### src/rtl/multicycle_control_fsm_if.sv
// Control bundle between the multicycle sequencer (master) and the datapath/memory side (slave).
// Op/Zero/MemReady flow into the sequencer; every select, enable and pulse flows out.
interface multicycle_control_fsm_if;
  logic [6:0] Op;
  logic       Zero;
  logic       MemReady;
  logic       MemReq;
  logic       MemWrite;
  logic       AdrSrc;
  logic       IRWrite;
  logic       PCWrite;
  logic       RegWrite;
  logic [1:0] ALUSrcA;
  logic [1:0] ALUSrcB;
  logic [1:0] ALUOp;
  logic [1:0] ResultSrc;
  logic [1:0] ImmSrc;
  logic       InstrDone;
  logic       BusError;
  logic [3:0] DbgState;

  // MemReq/MemReady form the memory handshake: the access is held (MemReq=1) until the
  // cycle in which MemReady=1, which completes it; no other signal qualifies the transfer.
  modport master (
    input  Op, Zero, MemReady,
    output MemReq, MemWrite, AdrSrc, IRWrite, PCWrite, RegWrite,
           ALUSrcA, ALUSrcB, ALUOp, ResultSrc, ImmSrc, InstrDone, BusError, DbgState
  );

  modport slave (
    output Op, Zero, MemReady,
    input  MemReq, MemWrite, AdrSrc, IRWrite, PCWrite, RegWrite,
           ALUSrcA, ALUSrcB, ALUOp, ResultSrc, ImmSrc, InstrDone, BusError, DbgState
  );
endinterface

### src/rtl/multicycle_control_fsm.sv
// Multicycle RISC-V sequencer: fetch/decode/execute/memory/writeback over one ALU and one
// memory port, with a MemReady wait timeout, retire pulse and bus-error pulse.
module multicycle_control_fsm #(
  parameter int WAIT_LIMIT = 255,
  parameter int CNT_W      = 8
) (
  input logic                     clk,
  input logic                     rst,
  multicycle_control_fsm_if.master bus
);

  typedef enum logic [3:0] {
    S_FETCH, S_DECODE, S_MEMADR, S_MEMREAD, S_MEMWB, S_MEMWRITE,
    S_EXECUTER, S_EXECUTEI, S_ALUWB, S_BEQ, S_JAL
  } state_t;

  localparam logic [6:0] OP_LW  = 7'b0000011;
  localparam logic [6:0] OP_SW  = 7'b0100011;
  localparam logic [6:0] OP_R   = 7'b0110011;
  localparam logic [6:0] OP_I   = 7'b0010011;
  localparam logic [6:0] OP_BEQ = 7'b1100011;
  localparam logic [6:0] OP_JAL = 7'b1101111;

  state_t           r_state;
  state_t           w_next;
  logic [CNT_W-1:0] r_wait_cnt;
  logic             r_is_store;

  logic       w_mem_state, w_timeout;
  logic       w_mem_req, w_mem_write, w_adr_src, w_ir_write, w_reg_write;
  logic       w_pc_update, w_branch, w_instr_done;
  logic [1:0] w_alu_src_a, w_alu_src_b, w_alu_op, w_result_src, w_imm_src;

  // Wait-counting states: the counter only advances while one of these stalls on MemReady.
  assign w_mem_state = (r_state == S_FETCH) || (r_state == S_MEMREAD) || (r_state == S_MEMWRITE);
  assign w_timeout   = w_mem_state && !bus.MemReady && (r_wait_cnt == CNT_W'(WAIT_LIMIT));

  always_comb begin
    w_next = r_state;
    case (r_state)
      S_FETCH:    if (bus.MemReady) w_next = S_DECODE;
      S_DECODE: begin
        case (bus.Op)
          OP_LW, OP_SW: w_next = S_MEMADR;
          OP_R:         w_next = S_EXECUTER;
          OP_I:         w_next = S_EXECUTEI;
          OP_BEQ:       w_next = S_BEQ;
          OP_JAL:       w_next = S_JAL;
          default:      w_next = S_FETCH;
        endcase
      end
      S_MEMADR:   w_next = r_is_store ? S_MEMWRITE : S_MEMREAD;
      S_MEMREAD:  if (bus.MemReady) w_next = S_MEMWB;
      S_MEMWB:    w_next = S_FETCH;
      S_MEMWRITE: if (bus.MemReady) w_next = S_FETCH;
      S_EXECUTER: w_next = S_ALUWB;
      S_EXECUTEI: w_next = S_ALUWB;
      S_ALUWB:    w_next = S_FETCH;
      S_BEQ:      w_next = S_FETCH;
      S_JAL:      w_next = S_ALUWB;
      default:    w_next = S_FETCH;
    endcase
    if (w_timeout) w_next = S_FETCH;
  end

  // Any cycle that is not a stall (state change or timeout) zeroes the counter, so every
  // entry into a wait-counting state starts from 0.
  always_ff @(posedge clk or negedge rst) begin
    if (!rst) begin
      r_state    <= S_FETCH;
      r_wait_cnt <= '0;
      r_is_store <= 1'b0;
    end else begin
      r_state <= w_next;
      if (w_mem_state && !bus.MemReady && !w_timeout) r_wait_cnt <= r_wait_cnt + 1'b1;
      else                                             r_wait_cnt <= '0;
      if (r_state == S_DECODE) r_is_store <= (bus.Op == OP_SW);
    end
  end

  always_comb begin
    w_mem_req    = 1'b0;
    w_mem_write  = 1'b0;
    w_adr_src    = 1'b0;
    w_ir_write   = 1'b0;
    w_reg_write  = 1'b0;
    w_pc_update  = 1'b0;
    w_branch     = 1'b0;
    w_instr_done = 1'b0;
    w_alu_src_a  = 2'b00;
    w_alu_src_b  = 2'b00;
    w_alu_op     = 2'b00;
    w_result_src = 2'b00;
    case (r_state)
      S_FETCH: begin
        w_mem_req    = 1'b1;
        w_alu_src_b  = 2'b10;
        w_result_src = 2'b10;
        w_ir_write   = bus.MemReady;
        w_pc_update  = bus.MemReady;
      end
      S_DECODE: begin
        w_alu_src_a = 2'b01;
        w_alu_src_b = 2'b01;
      end
      S_MEMADR: begin
        w_alu_src_a = 2'b10;
        w_alu_src_b = 2'b01;
      end
      S_MEMREAD: begin
        w_mem_req = 1'b1;
        w_adr_src = 1'b1;
      end
      S_MEMWB: begin
        w_result_src = 2'b01;
        w_reg_write  = 1'b1;
        w_instr_done = 1'b1;
      end
      S_MEMWRITE: begin
        w_mem_req    = 1'b1;
        w_mem_write  = !w_timeout;
        w_adr_src    = 1'b1;
        w_instr_done = bus.MemReady;
      end
      S_EXECUTER: begin
        w_alu_src_a = 2'b10;
        w_alu_op    = 2'b10;
      end
      S_EXECUTEI: begin
        w_alu_src_a = 2'b10;
        w_alu_src_b = 2'b01;
        w_alu_op    = 2'b10;
      end
      S_ALUWB: begin
        w_reg_write  = 1'b1;
        w_instr_done = 1'b1;
      end
      S_BEQ: begin
        w_alu_src_a  = 2'b10;
        w_alu_op     = 2'b01;
        w_branch     = 1'b1;
        w_instr_done = 1'b1;
      end
      S_JAL: begin
        w_alu_src_a = 2'b01;
        w_alu_src_b = 2'b10;
        w_pc_update = 1'b1;
      end
      default: ;
    endcase
  end

  always_comb begin
    case (bus.Op)
      OP_SW:   w_imm_src = 2'b01;
      OP_BEQ:  w_imm_src = 2'b10;
      OP_JAL:  w_imm_src = 2'b11;
      default: w_imm_src = 2'b00;
    endcase
  end

  // The reset FETCH state would otherwise present MemReq=1, so every output is gated by rst.
  assign bus.MemReq    = rst & w_mem_req;
  assign bus.MemWrite  = rst & w_mem_write;
  assign bus.AdrSrc    = rst & w_adr_src;
  assign bus.IRWrite   = rst & w_ir_write;
  assign bus.PCWrite   = rst & (w_pc_update | (w_branch & bus.Zero));
  assign bus.RegWrite  = rst & w_reg_write;
  assign bus.ALUSrcA   = rst ? w_alu_src_a  : 2'b00;
  assign bus.ALUSrcB   = rst ? w_alu_src_b  : 2'b00;
  assign bus.ALUOp     = rst ? w_alu_op     : 2'b00;
  assign bus.ResultSrc = rst ? w_result_src : 2'b00;
  assign bus.ImmSrc    = rst ? w_imm_src    : 2'b00;
  assign bus.InstrDone = rst & w_instr_done;
  assign bus.BusError  = rst & w_timeout;
  assign bus.DbgState  = r_state;

endmodule
### src/flat_wrapper.sv
// flat-port wrapper written by rule: the top's interface ports become plain ports
module multicycle_control_fsm_flat 
#(
  parameter int WAIT_LIMIT = 255,
  parameter int CNT_W      = 8
)
  (clk, rst, bus_Op, bus_Zero, bus_MemReady, bus_MemReq, bus_MemWrite, bus_AdrSrc, bus_IRWrite, bus_PCWrite, bus_RegWrite, bus_ALUSrcA, bus_ALUSrcB, bus_ALUOp, bus_ResultSrc, bus_ImmSrc, bus_InstrDone, bus_BusError, bus_DbgState);
  multicycle_control_fsm_if bus_i ();
  input logic clk;
  input logic rst;
  input wire logic [$bits(bus_i.Op)-1:0] bus_Op;
  input wire logic [$bits(bus_i.Zero)-1:0] bus_Zero;
  input wire logic [$bits(bus_i.MemReady)-1:0] bus_MemReady;
  output wire logic [$bits(bus_i.MemReq)-1:0] bus_MemReq;
  output wire logic [$bits(bus_i.MemWrite)-1:0] bus_MemWrite;
  output wire logic [$bits(bus_i.AdrSrc)-1:0] bus_AdrSrc;
  output wire logic [$bits(bus_i.IRWrite)-1:0] bus_IRWrite;
  output wire logic [$bits(bus_i.PCWrite)-1:0] bus_PCWrite;
  output wire logic [$bits(bus_i.RegWrite)-1:0] bus_RegWrite;
  output wire logic [$bits(bus_i.ALUSrcA)-1:0] bus_ALUSrcA;
  output wire logic [$bits(bus_i.ALUSrcB)-1:0] bus_ALUSrcB;
  output wire logic [$bits(bus_i.ALUOp)-1:0] bus_ALUOp;
  output wire logic [$bits(bus_i.ResultSrc)-1:0] bus_ResultSrc;
  output wire logic [$bits(bus_i.ImmSrc)-1:0] bus_ImmSrc;
  output wire logic [$bits(bus_i.InstrDone)-1:0] bus_InstrDone;
  output wire logic [$bits(bus_i.BusError)-1:0] bus_BusError;
  output wire logic [$bits(bus_i.DbgState)-1:0] bus_DbgState;
  assign bus_i.Op = bus_Op;
  assign bus_i.Zero = bus_Zero;
  assign bus_i.MemReady = bus_MemReady;
  assign bus_MemReq = bus_i.MemReq;
  assign bus_MemWrite = bus_i.MemWrite;
  assign bus_AdrSrc = bus_i.AdrSrc;
  assign bus_IRWrite = bus_i.IRWrite;
  assign bus_PCWrite = bus_i.PCWrite;
  assign bus_RegWrite = bus_i.RegWrite;
  assign bus_ALUSrcA = bus_i.ALUSrcA;
  assign bus_ALUSrcB = bus_i.ALUSrcB;
  assign bus_ALUOp = bus_i.ALUOp;
  assign bus_ResultSrc = bus_i.ResultSrc;
  assign bus_ImmSrc = bus_i.ImmSrc;
  assign bus_InstrDone = bus_i.InstrDone;
  assign bus_BusError = bus_i.BusError;
  assign bus_DbgState = bus_i.DbgState;
  multicycle_control_fsm #(.WAIT_LIMIT(WAIT_LIMIT), .CNT_W(CNT_W)) u_core (.clk(clk), .rst(rst), .bus(bus_i));
endmodule
### config.mk
export PLATFORM = sky130hd
export DESIGN_NAME = multicycle_control_fsm_flat
export DESIGN_NICKNAME = d
export VERILOG_FILES = /design/src/rtl/multicycle_control_fsm_if.sv /design/src/rtl/multicycle_control_fsm.sv /design/src/flat_wrapper.sv
export SDC_FILE = /design/constraint.sdc
export NUM_CORES = 1
export LEC_CHECK = 0
export BUFFER_PORTS_ARGS = -buffer_cell sky130_fd_sc_hd__buf_4
export CAP_MARGIN = 20
export CORE_MARGIN = 3
export CORE_UTILIZATION = 40
export CTS_BUF_LIST = sky130_fd_sc_hd__clkbuf_4 sky130_fd_sc_hd__clkbuf_8 sky130_fd_sc_hd__clkbuf_16
export CTS_CLUSTER_DIAMETER = 150
export CTS_CLUSTER_SIZE = 16
export DETAILED_ROUTE_END_ITERATION = 16
export GPL_TIMING_DRIVEN = 0
export PLACE_DENSITY = 0.66
export SLEW_MARGIN = 20
export SYNTH_ARGS = -nofsm -noshare
export SYNTH_HDL_FRONTEND = slang
export SYNTH_SLANG_ARGS = --single-unit
### constraint.sdc
create_clock -name clk -period 4.6 [get_ports clk]
set_input_delay 0.23 -clock clk [delete_from_list [all_inputs] [get_ports clk]]
set_output_delay 0.23 -clock clk [all_outputs]
set_load 0.005 [all_outputs]
# Word-level counts from Yosys, hierarchy flattened
# Index checks and enable logic that the tools add are counted.
[word_totals] register_bits=13 latch_bits=0 ram_bits=0 rom_bits=0 inputBits=11 output_inout_bits=22 wordCells=80 memories=0
[classes] n_addsub=1 n_mul=0 div=0 n_lt_le_gt_ge=0 n_eq_ne=20 n_shift=0 muxes=26 bitwise_logic=10 reduce_logical=20
[op_table] cell="one-hot mux 4 bit (6 select lines)" count=1
[op_table] cell="one-hot mux 4 bit (5 select lines)" count=1
[op_table] cell="equality test 4 x 3 -> 1 bit, second input constant" count=4
[op_table] cell="2-to-1 mux 4 bit" count=4
[op_table] cell="one-hot mux 2 bit (2 select lines)" count=4
[op_table] cell="equality test 7 x 6 -> 1 bit, second input constant" count=2
[op_table] cell="equality test 7 bit, second input constant" count=2
[op_table] cell="equality test 4 bit, second input constant" count=3
[op_table] cell="OR reduction 2 bit" count=6
[op_table] cell="OR reduction 3 bit" count=4
[op_table] cell="2-to-1 mux 2 bit" count=5
[op_table] cell="bitwise AND 1 bit" count=9
[op_table] cell="!= test 3 x 2 -> 1 bit, second input constant" count=3
[op_table] cell="adder 8 x 1 -> 8 bit, second input constant" count=1
[op_table] cell="equality test 4 x 2 -> 1 bit, second input constant" count=2
[op_table] cell="equality test 8 bit, second input constant" count=1
[op_table] cell="2-to-1 mux 8 bit" count=1
[op_table] cell="equality test 7 x 2 -> 1 bit, second input constant" count=1
[op_table] cell="equality test 7 x 5 -> 1 bit, second input constant" count=1
[op_table] cell="2-to-1 mux 1 bit" count=6
[op_table] cell="one-hot mux 2 bit (3 select lines)" count=1
[op_table] cell="equality test 4 x 1 -> 1 bit, second input constant" count=1
[op_table] cell="zero test 4 bit" count=1
[op_table] cell="one-hot mux 1 bit (2 select lines)" count=2
[op_table] cell="7 further kinds" count=11

# Longest topological paths before layout
[depth] word_depth=8 mapped_depth=6 ltp_nobuf=5

# Worst setup path after synthesis
# OpenSTA, ideal clock, no wires.
[synth_path] kind="reg-to-reg" startpoint="register u_core.r_state[2] (netlist: u_core.bus.DbgState[2])" endpoint="register u_core.r_state[2] (netlist: u_core.bus.DbgState[2])" setup_time_ns=0.075 t_arrival_ns=1.670 required_time_ns=4.525 setup_slack_ns=2.855 path_stages_with_launch=6 path_buffers=1 synth_period_minus_slack_ns=1.745 cell_sequence="dfrtp_1 -> or2_2 -> mux2_2 -> or4_1 -> buf_2 -> o2bb2ai_2"
[synth_between] elab_chain_len=7 elab_cells_between_ends=19 classes_between="eq/ne (10); mux (2); reduce/logical (7)"
[synth_lines] item="start: declaration" line="multicycle_control_fsm.sv:24" source="state_t r_state;"
[synth_lines] item="start signal: assignment" line="multicycle_control_fsm.sv:74" source="r_state <= w_next;"
[synth_lines] item="equality test 4 x 2 -> 1 bit or zero test 4 bit (tied branches)" line="multicycle_control_fsm.sv:35, multicycle_control_fsm.sv:40"
[synth_lines] item="logical OR 1 bit (2 in series)" line="multicycle_control_fsm.sv:35" source="assign w_mem_state = (r_state == S_FETCH) || (r_state == S_MEMREAD) || (r_state == S_MEMWRITE);"
[synth_lines] item="logical AND 1 bit (2 in series)" line="multicycle_control_fsm.sv:36" source="assign w_timeout = w_mem_state && !bus.MemReady && (r_wait_cnt == CNT_W'(WAIT_LIMIT));"
[synth_lines] item="!= test 3 x 2 -> 1 bit (no source line)"
[synth_lines] item="AND reduction 3 bit (no source line)"
# Several ways; a longest one is shown, not always the timed one.
# A chain may end at the register's enable or synchronous reset.

# Worst setup path in the final report
[layout_path] startpoint="input rst" endpoint="output bus_IRWrite"
[layout_between] elab_chain_len=1
[layout_lines] item="start: declaration" line="flat_wrapper.sv:10" source="input logic rst;"
[layout_lines] item="bitwise AND 1 bit" line="multicycle_control_fsm.sv:166" source="assign bus.IRWrite = rst & w_ir_write;"
[layout_lines] item="end: declaration" line="flat_wrapper.sv:17" source="output wire logic [$bits(bus_i.IRWrite)-1:0] bus_IRWrite;"
# No other way between the ends.

==> results.yml <==
run_status:
  outcome: "finished clean"
critical_path:
  crit-reg2reg-capture: "u_core.bus.DbgState[0]"
  critPathMaxFanout: 20
  r2r_setup_slack_ps: 2610
  r2r_cells: 5
  end_kind: "output pin"
  r2r-start: "u_core.bus.DbgState[1]"
  cp-start-kind: "primary input"
  crit_type: "in -> out"
  cp.required_ps: 4370
  arrival_ps: 2170
pwr:
  switching_share: 0.383
  p_per_area_mw_per_mm2: 346
  vdd_drop_max_mv: 0.273
  power_frac_comb: 0.521
  power_mw: 0.448
  power_frac_seq: 0.312
  p_switching_mw: 0.171
  p_leak_nw: 0.585
  clkPwrFrac: 0.168
  p_int_mw: 0.276
placed_design:
  io_buffers: 32
  dp_hpwl_mm: 1.91
  gp_congestion: 0.820
clocking:
  cts_setup_buffers: 0
  cts_root_buf: "clkbuf_4"
  cts_tree: "done"
  cts_resized: 0
  cts_buffer_depth: 2
  cts_hold_buffers: 1
  clk_latency_ps: 270
  cts-htree-levels: 1
  cts_buffers: 3
  clk_pin_slew_ps: 70
  cts.sink_count: 13
global_route:
  grt_pass1_vias: 943
  antenna_found_initial: 0
  grt_first_pass_wirelength_mm: 4.23
  overflow: 0
  grt_use_total: 0.166
  grt_max_degree: 21
synthesis:
  ys_ff_latch: 13
  syn_nets: 140
  yosysSeqAreaShare: 0.333
  syn_inst: 128
  yosysTopAreaCell: "dfrtp_1"
  yosysMostFrequentCell: "nor2_1"
  synth_edf_count: 0
  synth_cell_types: 36
  synthArstFlopShare: 1.00
  netlist_top_cells_count: "nor2_1, nand2_1, dfrtp_1"
  yosys-top-cells-area: "dfrtp_1, nor2_1, nand2_1"
  synth_top_family_by_area: "simple AND/OR/NAND/NOR gates"
  synth_ff_type: "dfrtp_1"
  synthSimpleGateAreaFrac: 0.371
  synth-xor-area-share: 0.0627
  synthMuxAreaShare: 0.0346
  synth.avg_cell_area_um2: 7.63
  synth_warnings: 0
  synth_top_area_share: 0.333
  netlist_area_um2: 977
  synth_compound_area_frac: 0.142
  synthAdderAreaFrac: 0.0128
finish:
  fill_cells: 226
  areaGrowthSynthToFinish_pct: 32.3
  drive_above_1_share: 0.273
  multiInputGateArea_um2: 609
  nets: 178
  seq_area_um2: 325
  diodes: 0
route:
  met1_length_mm: 1.24
  wl_per_cell_um: 12.6
  drcViolationCount: 0
  ant_nets: 0
  wl_met2_mm: 1.07
  dr.pass1.iters: 4
  drt_wl_total_mm: 2.43
  drt_iter0_drc: 17
  top_layer: "met3"
  vias: 1005
  vias_per_cell: 5.21
  wl_met3_um: 121
timing:
  period_needed_ps: 2400
  hold_violations: 0
  slew_violations: 0
  post-route-period-util: 0.522
  relSlewSlack: 0.580
  clock_skew_ps: 1.49
  rsz0062_at_grt: "no"
  max_freq_mhz: 416
  finalSetupViolations: 0
  worst_slew_pin_slew_ps: 621
  finalSetupTns_ps: 0
die:
  core_area_mm2: 0.00225
  row_count: 17
  die_h_um: 55.4
  fp.dieArea_mm2: 0.00307
  io_pins: 33
  start_util: 0.433
  die_w_um: 55.4
hold_path:
  hold-path-endpoint: "u_core.r_wait_cnt[6]"
  min_from: "bus_MemReady"
  min_delay_path_depth: 3
  holdCritPathClass: "in -> reg"
flow_run:
  maxCapViolations: 0
## through the flow
| stage | worst slack, ps | util | cell area, um2 | instances | hold slack [ps] |
|---|---|---|---|---|---|
| floorplan | 2860 | - | 977 | 128 | -65.6 |
| finish | 2200 | 0.573 | 1290 | 193 | 282 |
| detailed placement | 2680 | 0.555 | 1250 | 188 | 110 |
| CTS | 2190 | 0.573 | 1290 | 193 | 274 |
| global route | 2030 | 0.573 | 1290 | 193 | 288 |
| global placement | 2610 | 0.555 | 1250 | 188 | 110 |
## per-layer routing
metal	vias up	GRT usage
met5	-	0
met1	458	0.236
met2	24	0.250
met3	0	0.0584
li1	523	-
met4	0	0.0208
## state kept, by name (all words and copies together) (netlist names)
signal and count:
u_core.bus.DbgState 4, u_core.r_is_store 1, u_core.r_wait_cnt 8
## worst max-delay path, stage by stage
cell           delay, ps
dlygate4sd3_1        520
buf_4                250
inv_1                170
or3_1                380
nor3_1               320
and2_1               190
buf_4                100
## final cells by class
cell class,instances,share of cell area
inverters,5,0.0145
flip-flops and latches,13,0.252
clock buffers,4,0.0232
well taps,28,0.0271
repair buffers,33,0.194
multi-input cells,104,0.471
plain buffers,6,0.0184
## kinds of logic (layout without fill, tap and decap cells)
logic type	Yosys count	count (layout)
compound gates	20	20
xor+xnor	7	7
fa+ha+maj	1	1
buf+inv	11	48
flops	13	13
mux	3	3
simple gates	73	73
## power groups by stage
stage / registers, mW / clock network (mW) / logic (mW)
finish: 0.140 / 0.0751 / 0.233
global route: 0.143 / 0.0853 / 0.260
CTS: 0.140 / 0.0793 / 0.233
detailed placement: 0.142 / 0 / 0.232
global placement: 0.142 / 0 / 0.232
floorplan: 0.141 / 0 / 0.148
## worst max-delay path by stage
stage | from | to | slack, ps
after floorplan | u_core.bus.DbgState[2] | u_core.bus.DbgState[2] | 2860
after global placement | u_core.bus.DbgState[1] | u_core.bus.DbgState[0] | 2610
after detailed placement | u_core.bus.DbgState[1] | u_core.bus.DbgState[0] | 2680
after CTS | rst | bus_IRWrite | 2190
after global routing | rst | bus_IRWrite | 2030
final | rst | bus_IRWrite | 2200
## placed cells by master, fill, tap and decap left out, types with 2 or more instances in the layout
cell type / count
o21ai_0: 7
nor3_1: 9
nor2b_1: 3
nor4_1: 2
nor2_1: 20
and2_1: 2
xor2_1: 2
inv_1: 5
nand2b_1: 4
mux2_2: 3
or3_1: 3
xnor2_1: 5
clkbuf_4: 4
nand2_1: 15
and3_1: 3
a32o_1: 2
a21oi_1: 3
nand3_1: 3
or2_2: 3
clkbuf_1: 5
dfrtp_1: 13
buf_4: 32
Power figures use the tool's default switching activity.
